[src/rtl/cordic_cos_unit.sv]
// Iterative CORDIC cosine of an IEEE-754 single angle (radians), Q4.20 core.
// Ports: clk, rst (sync, high), clk_en (level start/hold), angle_float in, result/done out.
module cordic_cos_unit #(
  parameter int FLOAT_DATA_WIDTH = 32,
  parameter int INTEGER_WIDTH    = 4,
  parameter int FRACTIONAL_WIDTH = 20,
  parameter int CORDIC_DEPTH     = 16,
  parameter int CONV_LATENCY     = 3,
  parameter int COUNTER_WIDTH    = 10
) (
  input  logic                        clk,
  input  logic                        rst,
  input  logic                        clk_en,
  input  logic [FLOAT_DATA_WIDTH-1:0] angle_float,
  output logic [FLOAT_DATA_WIDTH-1:0] result,
  output logic                        done
);

  localparam int DW  = INTEGER_WIDTH + FRACTIONAL_WIDTH;
  localparam int ITW = $clog2(CORDIC_DEPTH);

  localparam logic [DW-1:0] K_INIT   = DW'(24'h09B74F);
  localparam logic [DW-1:0] ONE_FIX  = DW'(1) << FRACTIONAL_WIDTH;
  localparam logic [31:0]   F_ONE    = 32'h3F800000;
  localparam logic [31:0]   F_RT2    = 32'h3F3504F3;
  localparam logic [31:0]   F_NAN    = 32'h7FC00000;
  localparam logic [30:0]   A_PI_4   = 31'h3F490FDB;
  localparam logic [30:0]   A_PI_2   = 31'h3FC90FDB;

  typedef enum logic [2:0] {
    IDLE,
    CONVERT,
    ITERATE,
    NORMALIZE,
    DONE
  } state_t;

  state_t                     state;
  logic [31:0]                angle_q;
  logic [COUNTER_WIDTH-1:0]   cnt;
  logic [ITW-1:0]             iter;
  logic signed [DW-1:0]       x, y, z;

  function automatic logic signed [DW-1:0] atan_lut(input logic [ITW-1:0] i);
    logic [23:0] v;
    case (int'(i))
      0:       v = 24'h0C90FE;
      1:       v = 24'h076B1A;
      2:       v = 24'h03EB6F;
      3:       v = 24'h01FD5C;
      4:       v = 24'h00FFAB;
      5:       v = 24'h007FF5;
      6:       v = 24'h003FFF;
      7:       v = 24'h002000;
      8:       v = 24'h001000;
      9:       v = 24'h000800;
      10:      v = 24'h000400;
      11:      v = 24'h000200;
      12:      v = 24'h000100;
      13:      v = 24'h000080;
      14:      v = 24'h000040;
      15:      v = 24'h000020;
      default: v = 24'h000000;
    endcase
    return DW'(v);
  endfunction

  // float -> Q4.20: {1,mant} carries 2^23 scale, so shift right by 130-exp.
  // Angles on this path are below 2.0, hence the shift is always >= 3.
  logic [7:0]           conv_sh;
  logic [23:0]          conv_mant;
  logic signed [DW-1:0] conv_fix;

  always_comb begin
    conv_mant = {1'b1, angle_q[22:0]};
    conv_sh   = 8'd130 - angle_q[30:23];
    conv_fix  = '0;
    if (conv_sh < 8'd24)
      conv_fix = DW'(conv_mant >> conv_sh);
  end

  // One rotation step; direction follows the sign of residual z.
  logic signed [DW-1:0] xs, ys, at;
  logic signed [DW-1:0] x_n, y_n, z_n;

  always_comb begin
    xs = x >>> iter;
    ys = y >>> iter;
    at = atan_lut(iter);
    if (!z[DW-1]) begin
      x_n = x - ys;
      y_n = y + xs;
      z_n = z - at;
    end else begin
      x_n = x + ys;
      y_n = y - xs;
      z_n = z + at;
    end
  end

  // Q4.20 -> float, truncating mantissa; x in (0,1) gives lead <= 19.
  logic [4:0]  lead;
  logic [31:0] wide;
  logic [31:0] norm_bits;

  always_comb begin
    lead = '0;
    for (int k = 0; k < DW; k++)
      if (x[k]) lead = k[4:0];
    wide = 32'(unsigned'(x)) << (5'd23 - lead);
    if (x[DW-1] || x == '0)
      norm_bits = 32'h0;
    else if (unsigned'(x) >= ONE_FIX)
      norm_bits = F_ONE;
    else
      norm_bits = {1'b0, 8'd107 + {3'b0, lead}, wide[22:0]};
  end

  logic [30:0] abs_in;
  logic [7:0]  exp_in;
  assign abs_in = angle_float[30:0];
  assign exp_in = angle_float[30:23];

  always_ff @(posedge clk) begin
    if (rst) begin
      state   <= IDLE;
      done    <= 1'b0;
      result  <= '0;
      angle_q <= '0;
      cnt     <= '0;
      iter    <= '0;
      x       <= '0;
      y       <= '0;
      z       <= '0;
    end else begin
      unique case (state)
        IDLE: begin
          done <= 1'b0;
          if (clk_en) begin
            angle_q <= {1'b0, abs_in};
            if (exp_in == 8'h00) begin
              result <= F_ONE;
              state  <= DONE;
            end else if (abs_in == A_PI_4) begin
              result <= F_RT2;
              state  <= DONE;
            end else if (abs_in > A_PI_2 || exp_in == 8'hFF) begin
              result <= F_NAN;
              state  <= DONE;
            end else begin
              cnt   <= '0;
              state <= CONVERT;
            end
          end
        end
        CONVERT: begin
          if (cnt == COUNTER_WIDTH'(CONV_LATENCY - 1)) begin
            x     <= K_INIT;
            y     <= '0;
            z     <= conv_fix;
            iter  <= '0;
            state <= ITERATE;
          end else begin
            cnt <= cnt + 1'b1;
          end
        end
        ITERATE: begin
          if (z == '0) begin
            state <= NORMALIZE;
          end else begin
            x <= x_n;
            y <= y_n;
            z <= z_n;
            if (iter == ITW'(CORDIC_DEPTH - 1))
              state <= NORMALIZE;
            else
              iter <= iter + 1'b1;
          end
        end
        NORMALIZE: begin
          result <= norm_bits;
          state  <= DONE;
        end
        DONE: begin
          if (clk_en) begin
            done <= 1'b1;
          end else begin
            done  <= 1'b0;
            state <= IDLE;
          end
        end
        default: state <= IDLE;
      endcase
    end
  end

endmodule

[config.mk]
export PLATFORM = sky130hd
export DESIGN_NAME = cordic_cos_unit
export DESIGN_NICKNAME = d
export VERILOG_FILES = /design/src/rtl/cordic_cos_unit.sv
export SDC_FILE = /design/constraint.sdc
export NUM_CORES = 1
export LEC_CHECK = 0
export ABC_AREA = 0
export CAP_MARGIN = 20
export CORE_MARGIN = 5
export CORE_UTILIZATION = 30
export CTS_BUF_LIST = sky130_fd_sc_hd__clkbuf_4
export CTS_CLUSTER_DIAMETER = 50
export DETAILED_ROUTE_END_ITERATION = 8
export HOLD_SLACK_MARGIN = 0.06
export PLACE_DENSITY = 0.55
export SETUP_SLACK_MARGIN = 0.15
export SKIP_LAST_GASP = 1
export SYNTH_ARGS = -nofsm -noshare
export SYNTH_HDL_FRONTEND = slang
export SYNTH_SLANG_ARGS = --single-unit
[constraint.sdc]
create_clock -name clk -period 10.2 [get_ports clk]
set_input_delay 2.55 -clock clk [delete_from_list [all_inputs] [get_ports clk]]
set_output_delay 2.55 -clock clk [all_outputs]
set_load 0.05 [all_outputs]
==> results of run 1 <==
cells in the mapped netlist, types with 37 or more instances:
library cell	number
xnor2_1	65
nand3_1	37
a21oi_1	210
nand2_1	248
nor2_1	214
ha_1	85
mux4_2	48
o21ai_0	133
nor3_1	48
dfxtp_1	172
mux2i_1	92
inv_1	39
clkbuf_1	115
xor2_1	65
state kept, by name, indices dropped and copies added, names as in the netlist:
| signal | count |
|---|---|
| iter | 4 |
| cnt | 10 |
| result | 31 |
| z | 24 |
| x | 24 |
| y | 24 |
| done | 1 |
| at | 20 |
| angle_q | 31 |
| state | 3 |
cell type report:
type	instances	area, sq um
antenna	2	5.00
timing repair buffer	92	891
tap	696	871
fill	5716	36000
multi-input combinational	1746	12100
clock inverter	15	186
sequential	172	3450
clock buffer	17	128
inverter	43	161
power by group through the flow:
| stage | Clock, mW | Sequential (mW) | Combinational [mW] |
|---|---|---|---|
| 6_report | 0.462 | 0.960 | 3.67 |
| 5_1_grt | 0.510 | 0.979 | 4.07 |
| 4_1_cts | 0.481 | 0.958 | 3.64 |
| 3_5_place_dp | 0 | 0.973 | 3.62 |
| 3_3_place_gp | 0 | 0.968 | 3.57 |
| 2_1_floorplan | 0 | 0.932 | 2.88 |
worst max path at each step:
stage	slack (ns)	endpoint
global route	3.47	y[22]
CTS	4.12	y[22]
floorplan	5.12	y[19]
detailed placement	4.15	y[22]
global placement	4.30	y[22]
finish	4.05	y[22]
critical path: stages, from the launching register on:
cell,delay [ns]
dfxtp_4,0.37
buf_4,0.72
mux4_1,0.70
mux4_2,0.53
nor2_1,0.25
and4_1,0.32
nor3b_1,0.45
a41oi_1,0.20
xor2_1,0.21
ha_1,0.40
and3_1,0.23
nor2b_1,0.14
a2111oi_0,0.61
nor2_1,0.08
a21oi_1,0.17
o311ai_0,0.18
o211ai_1,0.18
xor2_1,0.18
o21ai_0,0.09
logic make-up after synthesis:
logic type,Yosys count
DFF,172
other,1
muxes,168
xor gates and xnor gates,130
buffers and inverters,188
adders and majority gates,88
and+or+nand+nor,720
AOI/OAI and AO/OA,639
through the flow:
step	hold slack, ns	std cells
5_1_grt	0.494	2783
2_1_floorplan	0.436	2106
3_3_place_gp	0.450	2747
6_report	0.480	2783
3_5_place_dp	0.451	2747
4_1_cts	0.479	2779
per-layer routing:
layer / GRT usage (%) / routed length (um)
met3: 2.68 / 2390
met4: 4.49 / 932
met2: 25.3 / 22200
met5: 0 / 0
met1: 22.4 / 23300
==> Flow_metrics.wiki, run 1 <==
{| class="wikitable"
! Metric !! Value
|-
| Status || finished clean
|-
| Startpoint types || flip-flop
|-
| Max-cap viol count || 0
|-
| Antenna violations before repair || 1
|-
| DP Area || 17400 sq um
|-
| Setup bufs post-CTS || 0
|-
| Wirelength, routed || 48800 um
|-
| Final number of hold-violating endpoints || 0
|-
| Final critical-path required period || ~6.2 ns
|-
| Buffer cell driving the clock tree root || clkbuf_4
|-
| Pins Over Slew Limit || 0
|-
| Number of warnings printed during yosys synthesis || 0
|-
| Critical register-to-register path startpoint || iter[1]
|-
| Overall power consumption || 5.09 mW
|-
| Growth of design area from synthesis to finish || 9.38%
|-
| Area of the die || slightly below 60000 sq um
|-
| Post-cts repair resize count || 0
|-
| Ratio of final minimum period to clock period || 60.3%
|-
| Share of synthesized area occupied by flip-flops and latches || 21.2%
|-
| Initial cell density of the core || 30.2%
|-
| TritonCTS clock tree || built
|-
| Synth Cell Area || between 15000 and 20000 sq um
|-
| Number of vias per cell || 5.62
|-
| CORE AREA || 53800 sq um
|-
| Number of routed nets with antenna violations || 0
|-
| Final cell utilization of the core || between 30% and 40%
|-
| Number of flops mapped to enable cells by yosys || 0
|-
| Post-CTS Hold Buffers || 0
|-
| Power share of the sequential group || approximately a fifth
|-
| Capture endpoint of the worst hold path || result[12]
|-
| Residual DRC || 0
|-
| Transition at the pin with the smallest max-transition slack || about 1.2 ns
|-
| Switching part of the total || a little over half
|-
| Final Skew || 0.0289 ns
|-
| Part of the total power dissipated in combinational logic || 72.1%
|-
| Worst min-delay path class || flip-flop to flip-flop
|-
| Unique cell type count in the Yosys netlist || 90
|-
| Hold Crit Depth || 2
|-
| Leading cell types in the layout, fill and taps excluded || nand2_1, nor2_1, a21oi_1, dfxtp_1, o21ai_0
|-
| Peak Freq || about 0.16 GHz
|-
| CP startpoint || iter[1]
|-
| Mapped Cells || 2106
|-
| Summed area of non-filler cells in the final layout || 17800 sq um
|-
| Setup repair after global routing missed its margin || false
|-
| Total grt overflow || 0
|-
| Level count of the clock H-tree || 4
|-
| Post-synthesis mux area share || 14.6%
|-
| Routability congestion estimate || about 0.90
|-
| Count of port buffers added during placement || 65
|-
| Clock edge transition at the registers on the reported setup and hold paths || 0.18 ns
|-
| WL/cell || 17.5 um
|-
| Count of final setup violators || 0
|-
| Setup TNS after final layout || 0 ns
|-
| Cell-internal power || 2.43 mW
|-
| Pin count of the biggest net entering global routing || between 80 and 90
|-
| Share of final-layout standard cells stronger than drive strength 1 || 8.49%
|-
| Async set-or-reset flop fraction in the synthesized netlist || 0%
|-
| Pre-CTS setup slack || ~4.2 ns
|-
| R2R cell count || 18
|-
| IR drop worst, VDD || 0.165 mV
|-
| Half-perimeter wire length of the detailed placement result || around 36000 um
|-
| Crit path setup slack, layout || 4.05 ns
|-
| Dominant combinational cell family by area after synthesis || compound AO/OA/AOI/OAI gates
|-
| Arithmetic-cell share of the synthesized area counting full adders, half adders and majority gates || 6.90%
|-
| Cell Rows || 85
|-
| Required time of the critical path || 10.77 ns
|-
| Flip-flop and latch count after synthesis || 172
|-
| TritonCTS Sinks || 172
|-
| First drt pass iteration count || 6
|-
| Share of the synthesized netlist area taken by xor and xnor gates || 7.00%
|-
| Class of the most critical setup path || flip-flop to flip-flop
|-
| Power dissipated by switching net loads || 2.67 mW
|-
| Vias || ~16000
|-
| First-pass GRT wire length || 78600 um
|-
| Endpoint kind of the worst setup timing path || flip-flop
|-
| Slew HR || between 20 and 25%
|-
| Largest cells by area after synthesis || dfxtp_1, mux4_2, ha_1
|-
| # IOs || 68
|-
| FF-to-FF setup slack || 4.05 ns
|-
| Count of routing violations after the opening detailed-route iteration || 1132
|-
| Insertion delay of the later-clocked pin in the worst-skew pair || 0.69 ns
|-
| Number of clock buffers inserted by TritonCTS || 17
|-
| Worst flop-to-flop path endpoint || y[22]
|-
| Most common cell after layout, fill and taps aside || nand2_1
|-
| Start point of the worst min-delay path || result[12]
|-
| Share of the synthesized area in the top cell type || 21.2%
|-
| Clock share of power || 9.1%
|-
| Commonest register cell after synthesis || dfxtp_1
|-
| Number of global-route vias before repair || 14700
|-
| Leakage component of the power || 6.65 nW
|-
| Overall die height || 243 um
|-
| Die X-Extent || 243 um
|-
| Synth area leader || dfxtp_1
|-
| Total routing usage reported by global routing || between 15 and 20%
|-
| Synth Area in Compound Gates || 25.2%
|-
| Pwr dens || 286 nW/um^2
|-
| Total nets after synthesis || around 2200
|-
| Simple-gate area share of the yosys netlist || 20.5%
|-
| Synthesized area divided by synthesized cell count || 7.73 sq um
|-
| Maximum clock insertion buffer count || 2
|-
| Net count of the finished layout || 2195
|-
| Worst path arrival time || 6.72 ns
|-
| Highest net fanout along the worst path || 72
|}
No activity file was read; power rests on OpenSTA's default activity.
==> inputs of run 2 (changes only) <==
clock period = 5.9 ns   (was 10.2 ns; I/O delays follow)
==> run 2 against run 1 <==
  * Critical path depth decreased by 1
  * Setup slack lost 3.5 ns
  * Final cell count rose by 1.0%
  * Clock power increased by 64%
  * Core utilization up 0.40 points
  * Maximum frequency is 16% higher
  * Die area is the same
  * Routed wire length rose by 2.9%
  * Critical endpoint is now y[19]
  * Largest cell class unchanged
==> Flow_metrics.wiki, run 2 (synthesis gave the netlist of run 1 again) <==
{| class="wikitable"
! Metric !! Value
|-
| Status || finished clean (unchanged)
|-
| Count of routing violations after the opening detailed-route iteration || 1266 (was 1132)
|-
| Net count of the finished layout || 2225 (was 2195)
|-
| Number of global-route vias before repair || 15000 (was 14700)
|-
| Cell Rows || 85 (unchanged)
|-
| Count of final setup violators || 0 (unchanged)
|-
| Worst-path cell with the longest stage delay || or4_1 (was buf_4)
|-
| Routability congestion estimate || 0.885 (was 0.896)
|-
| WL/cell || 17.8 um (was 17.5 um)
|-
| Buffer cell driving the clock tree root || clkbuf_4 (unchanged)
|-
| Antenna violations before repair || 1 (unchanged)
|-
| CP startpoint || iter[2] (was iter[1])
|-
| Clock edge transition at the registers on the reported setup and hold paths || 0.18 ns (about the same)
|-
| Class of the most critical setup path || flip-flop to flip-flop (unchanged)
|-
| Critical register-to-register path startpoint || iter[2] (was iter[1])
|-
| Startpoint types || flip-flop (unchanged)
|-
| Number of routed nets with antenna violations || 0 (unchanged)
|-
| # IOs || 68 (unchanged)
|-
| Highest net fanout along the worst path || 21 (was 72)
|-
| Required time of the critical path || 6.48 ns (was 10.77 ns)
|-
| Max-cap viol count || 0 (unchanged)
|-
| Half-perimeter wire length of the detailed placement result || 37000 um (was 35800 um)
|-
| Level count of the clock H-tree || 4 (unchanged)
|-
| Share of final-layout standard cells stronger than drive strength 1 || 9.79% (was 8.49%)
|-
| Final critical-path required period || 5.31 ns (was 6.15 ns)
|-
| Die X-Extent || 243 um (unchanged)
|-
| Worst path arrival time || 5.90 ns (was 6.72 ns)
|-
| Leakage component of the power || 6.79 nW (was 6.65 nW)
|-
| Initial cell density of the core || 30.2% (unchanged)
|-
| CORE AREA || 53800 sq um (unchanged)
|-
| TritonCTS clock tree || built (unchanged)
|-
| Area of the die || 59000 sq um (unchanged)
|-
| Number of vias per cell || 5.66 (was 5.62)
|-
| TritonCTS Sinks || 172 (unchanged)
|-
| Stage delay of the slowest cell on the critical path || 0.56 ns (was 0.72 ns)
|-
| Residual DRC || 0 (unchanged)
|-
| Peak Freq || 0.188 GHz (was 0.163 GHz)
|-
| Worst flop-to-flop path endpoint || y[19] (was y[22])
|-
| Overall die height || 243 um (unchanged)
|-
| Setup TNS after final layout || 0 ns (unchanged)
|-
| IR drop worst, VDD || 0.376 mV (was 0.165 mV)
|-
| Destination of the critical timing path || y[19] (was y[22])
|-
| Final Skew || 0.0304 ns (was 0.0289 ns)
|-
| Slew HR || 33.7% (was 20.7%)
|-
| Final number of hold-violating endpoints || 0 (unchanged)
|-
| Growth of design area from synthesis to finish || 10.7% (was 9.38%)
|-
| Count of port buffers added during placement || 65 (unchanged)
|-
| Number of clock buffers inserted by TritonCTS || 17 (unchanged)
|-
| Registers with the highest flip-flop counts || angle_q (31), result (31) (unchanged)
|-
| R2R cell count || 17 (was 18)
|-
| Total routing usage reported by global routing || 16.2% (was 15.9%)
|-
| Pins Over Slew Limit || 0 (unchanged)
|-
| Worst min-delay path class || flip-flop to flip-flop (unchanged)
|-
| Pwr dens || 490 nW/um^2 (was 286 nW/um^2)
|-
| First drt pass iteration count || 7 (was 6)
|-
| Library cell appearing most often on the critical path || mux4_2
|-
| Total grt overflow || 0 (unchanged)
|-
| Wirelength, routed || 50200 um (was 48800 um)
|-
| Setup repair after global routing missed its margin || false (unchanged)
|-
| Insertion delay of the later-clocked pin in the worst-skew pair || 0.67 ns (was 0.69 ns)
|-
| FF-to-FF setup slack || 0.59 ns (was 4.05 ns)
|-
| Leading cell types in the layout, fill and taps excluded || nand2_1, nor2_1, a21oi_1, dfxtp_1, o21ai_0 (unchanged)
|-
| Maximum clock insertion buffer count || 2 (unchanged)
|-
| Endpoint kind of the worst setup timing path || flip-flop (unchanged)
|-
| Ratio of final minimum period to clock period || 90.1% (was 60.3%)
|-
| Vias || 15900 (was 15600)
|-
| Final cell utilization of the core || 33.5% (was 33.1%)
|-
| Pin count of the biggest net entering global routing || 74 (was 88)
|-
| Sequence of cells on the critical path || buf_4 > mux4_2 > mux4_2 > nor2_1 > nand4_1 > inv_1 > a21oi_1 > xor2_1 > ha_1 > a21o_1 > or4_1 > a2111o_1 > a311oi_1 > o21bai_1 > a31oi_1 > o211ai_1 > a32o_1 (was buf_4 > mux4_1 > mux4_2 > nor2_1 > and4_1 > nor3b_1 > a41oi_1 > xor2_1 > ha_1 > and3_1 > nor2b_1 > a2111oi_0 > nor2_1 > a21oi_1 > o311ai_0 > o211ai_1 > xor2_1 > o21ai_0)
|-
| Most common cell after layout, fill and taps aside || nand2_1 (unchanged)
|-
| Transition at the pin with the smallest max-transition slack || 0.991 ns (was 1.17 ns)
|-
| First-pass GRT wire length || 79700 um (was 78600 um)
|}
-- run 2: worst max-delay path: cells and delay by family, from the launching register on --
family	cells	cell delay, ns
compound gates	8	1.83
flops	1	0.55
fa+ha+maj	1	0.32
simple gates	3	1.00
xor+xnor	1	0.17
buf+inv	2	0.44
mux	2	0.91
-- run 2: worst min path at each step --
stage	slack, ns	from	end	cells past startpoint
2_1_floorplan	0.44	angle_q[1]	angle_q[1]	2
3_3_place_gp	0.45	result[12]	result[12]	2
3_5_place_dp	0.45	angle_q[1]	angle_q[1]	2
4_1_cts	0.47	angle_q[1]	angle_q[1]	2
5_1_grt	0.50	angle_q[1]	angle_q[1]	2
6_report	0.47	angle_q[1]	angle_q[1]	2
-- run 2: metrics by stage --
step / hold WS (ns) / instance area [sq um] / setup WS, ns / cells / power [mW]
6_report: 0.468 / 18000 / 0.585 / 2812 / 8.83
5_1_grt: 0.499 / 18000 / 0.231 / 2812 / 9.59
4_1_cts: 0.474 / 17900 / 0.240 / 2802 / 8.79
3_5_place_dp: 0.451 / 17600 / 0.297 / 2770 / 7.99
3_3_place_gp: 0.449 / 17600 / 0.403 / 2770 / 7.91
2_1_floorplan: 0.436 / 16300 / 0.816 / 2106 / 6.60
-- run 2: per-layer routing --
layer / vias up / wire [um] / global-route usage, % / share of wire [%]
met5: - / 0 / 0 / 0
met4: 0 / 1100 / 4.37 / 2.2
met3: 68 / 2460 / 2.77 / 4.9
met2: 424 / 23200 / 26.3 / 46
li1: 7749 / - / - / -
met1: 7668 / 23500 / 22.3 / 47
-- run 2: what timing repair did --
action,in CTS,in global routing
gates resized for setup,0,3
setup endpoints to repair,0,12
hold buffers,0,0
buffers inserted,0,8
-- run 2: power by group --
part | internal, mW | switching [mW]
clock | 0.200 | 0.557
sequential | 1.35 | 0.308
combinational | 2.66 | 3.77
-- run 2: layout make-up --
cell class	instances	area (sq um)
sequential	172	3450
multi-input combinational	1746	12100
tap	696	871
timing repair buffer	122	1120
inverter	43	161
antenna	1	2.50
clock buffer	17	128
fill	5712	35800
clock inverter	15	168
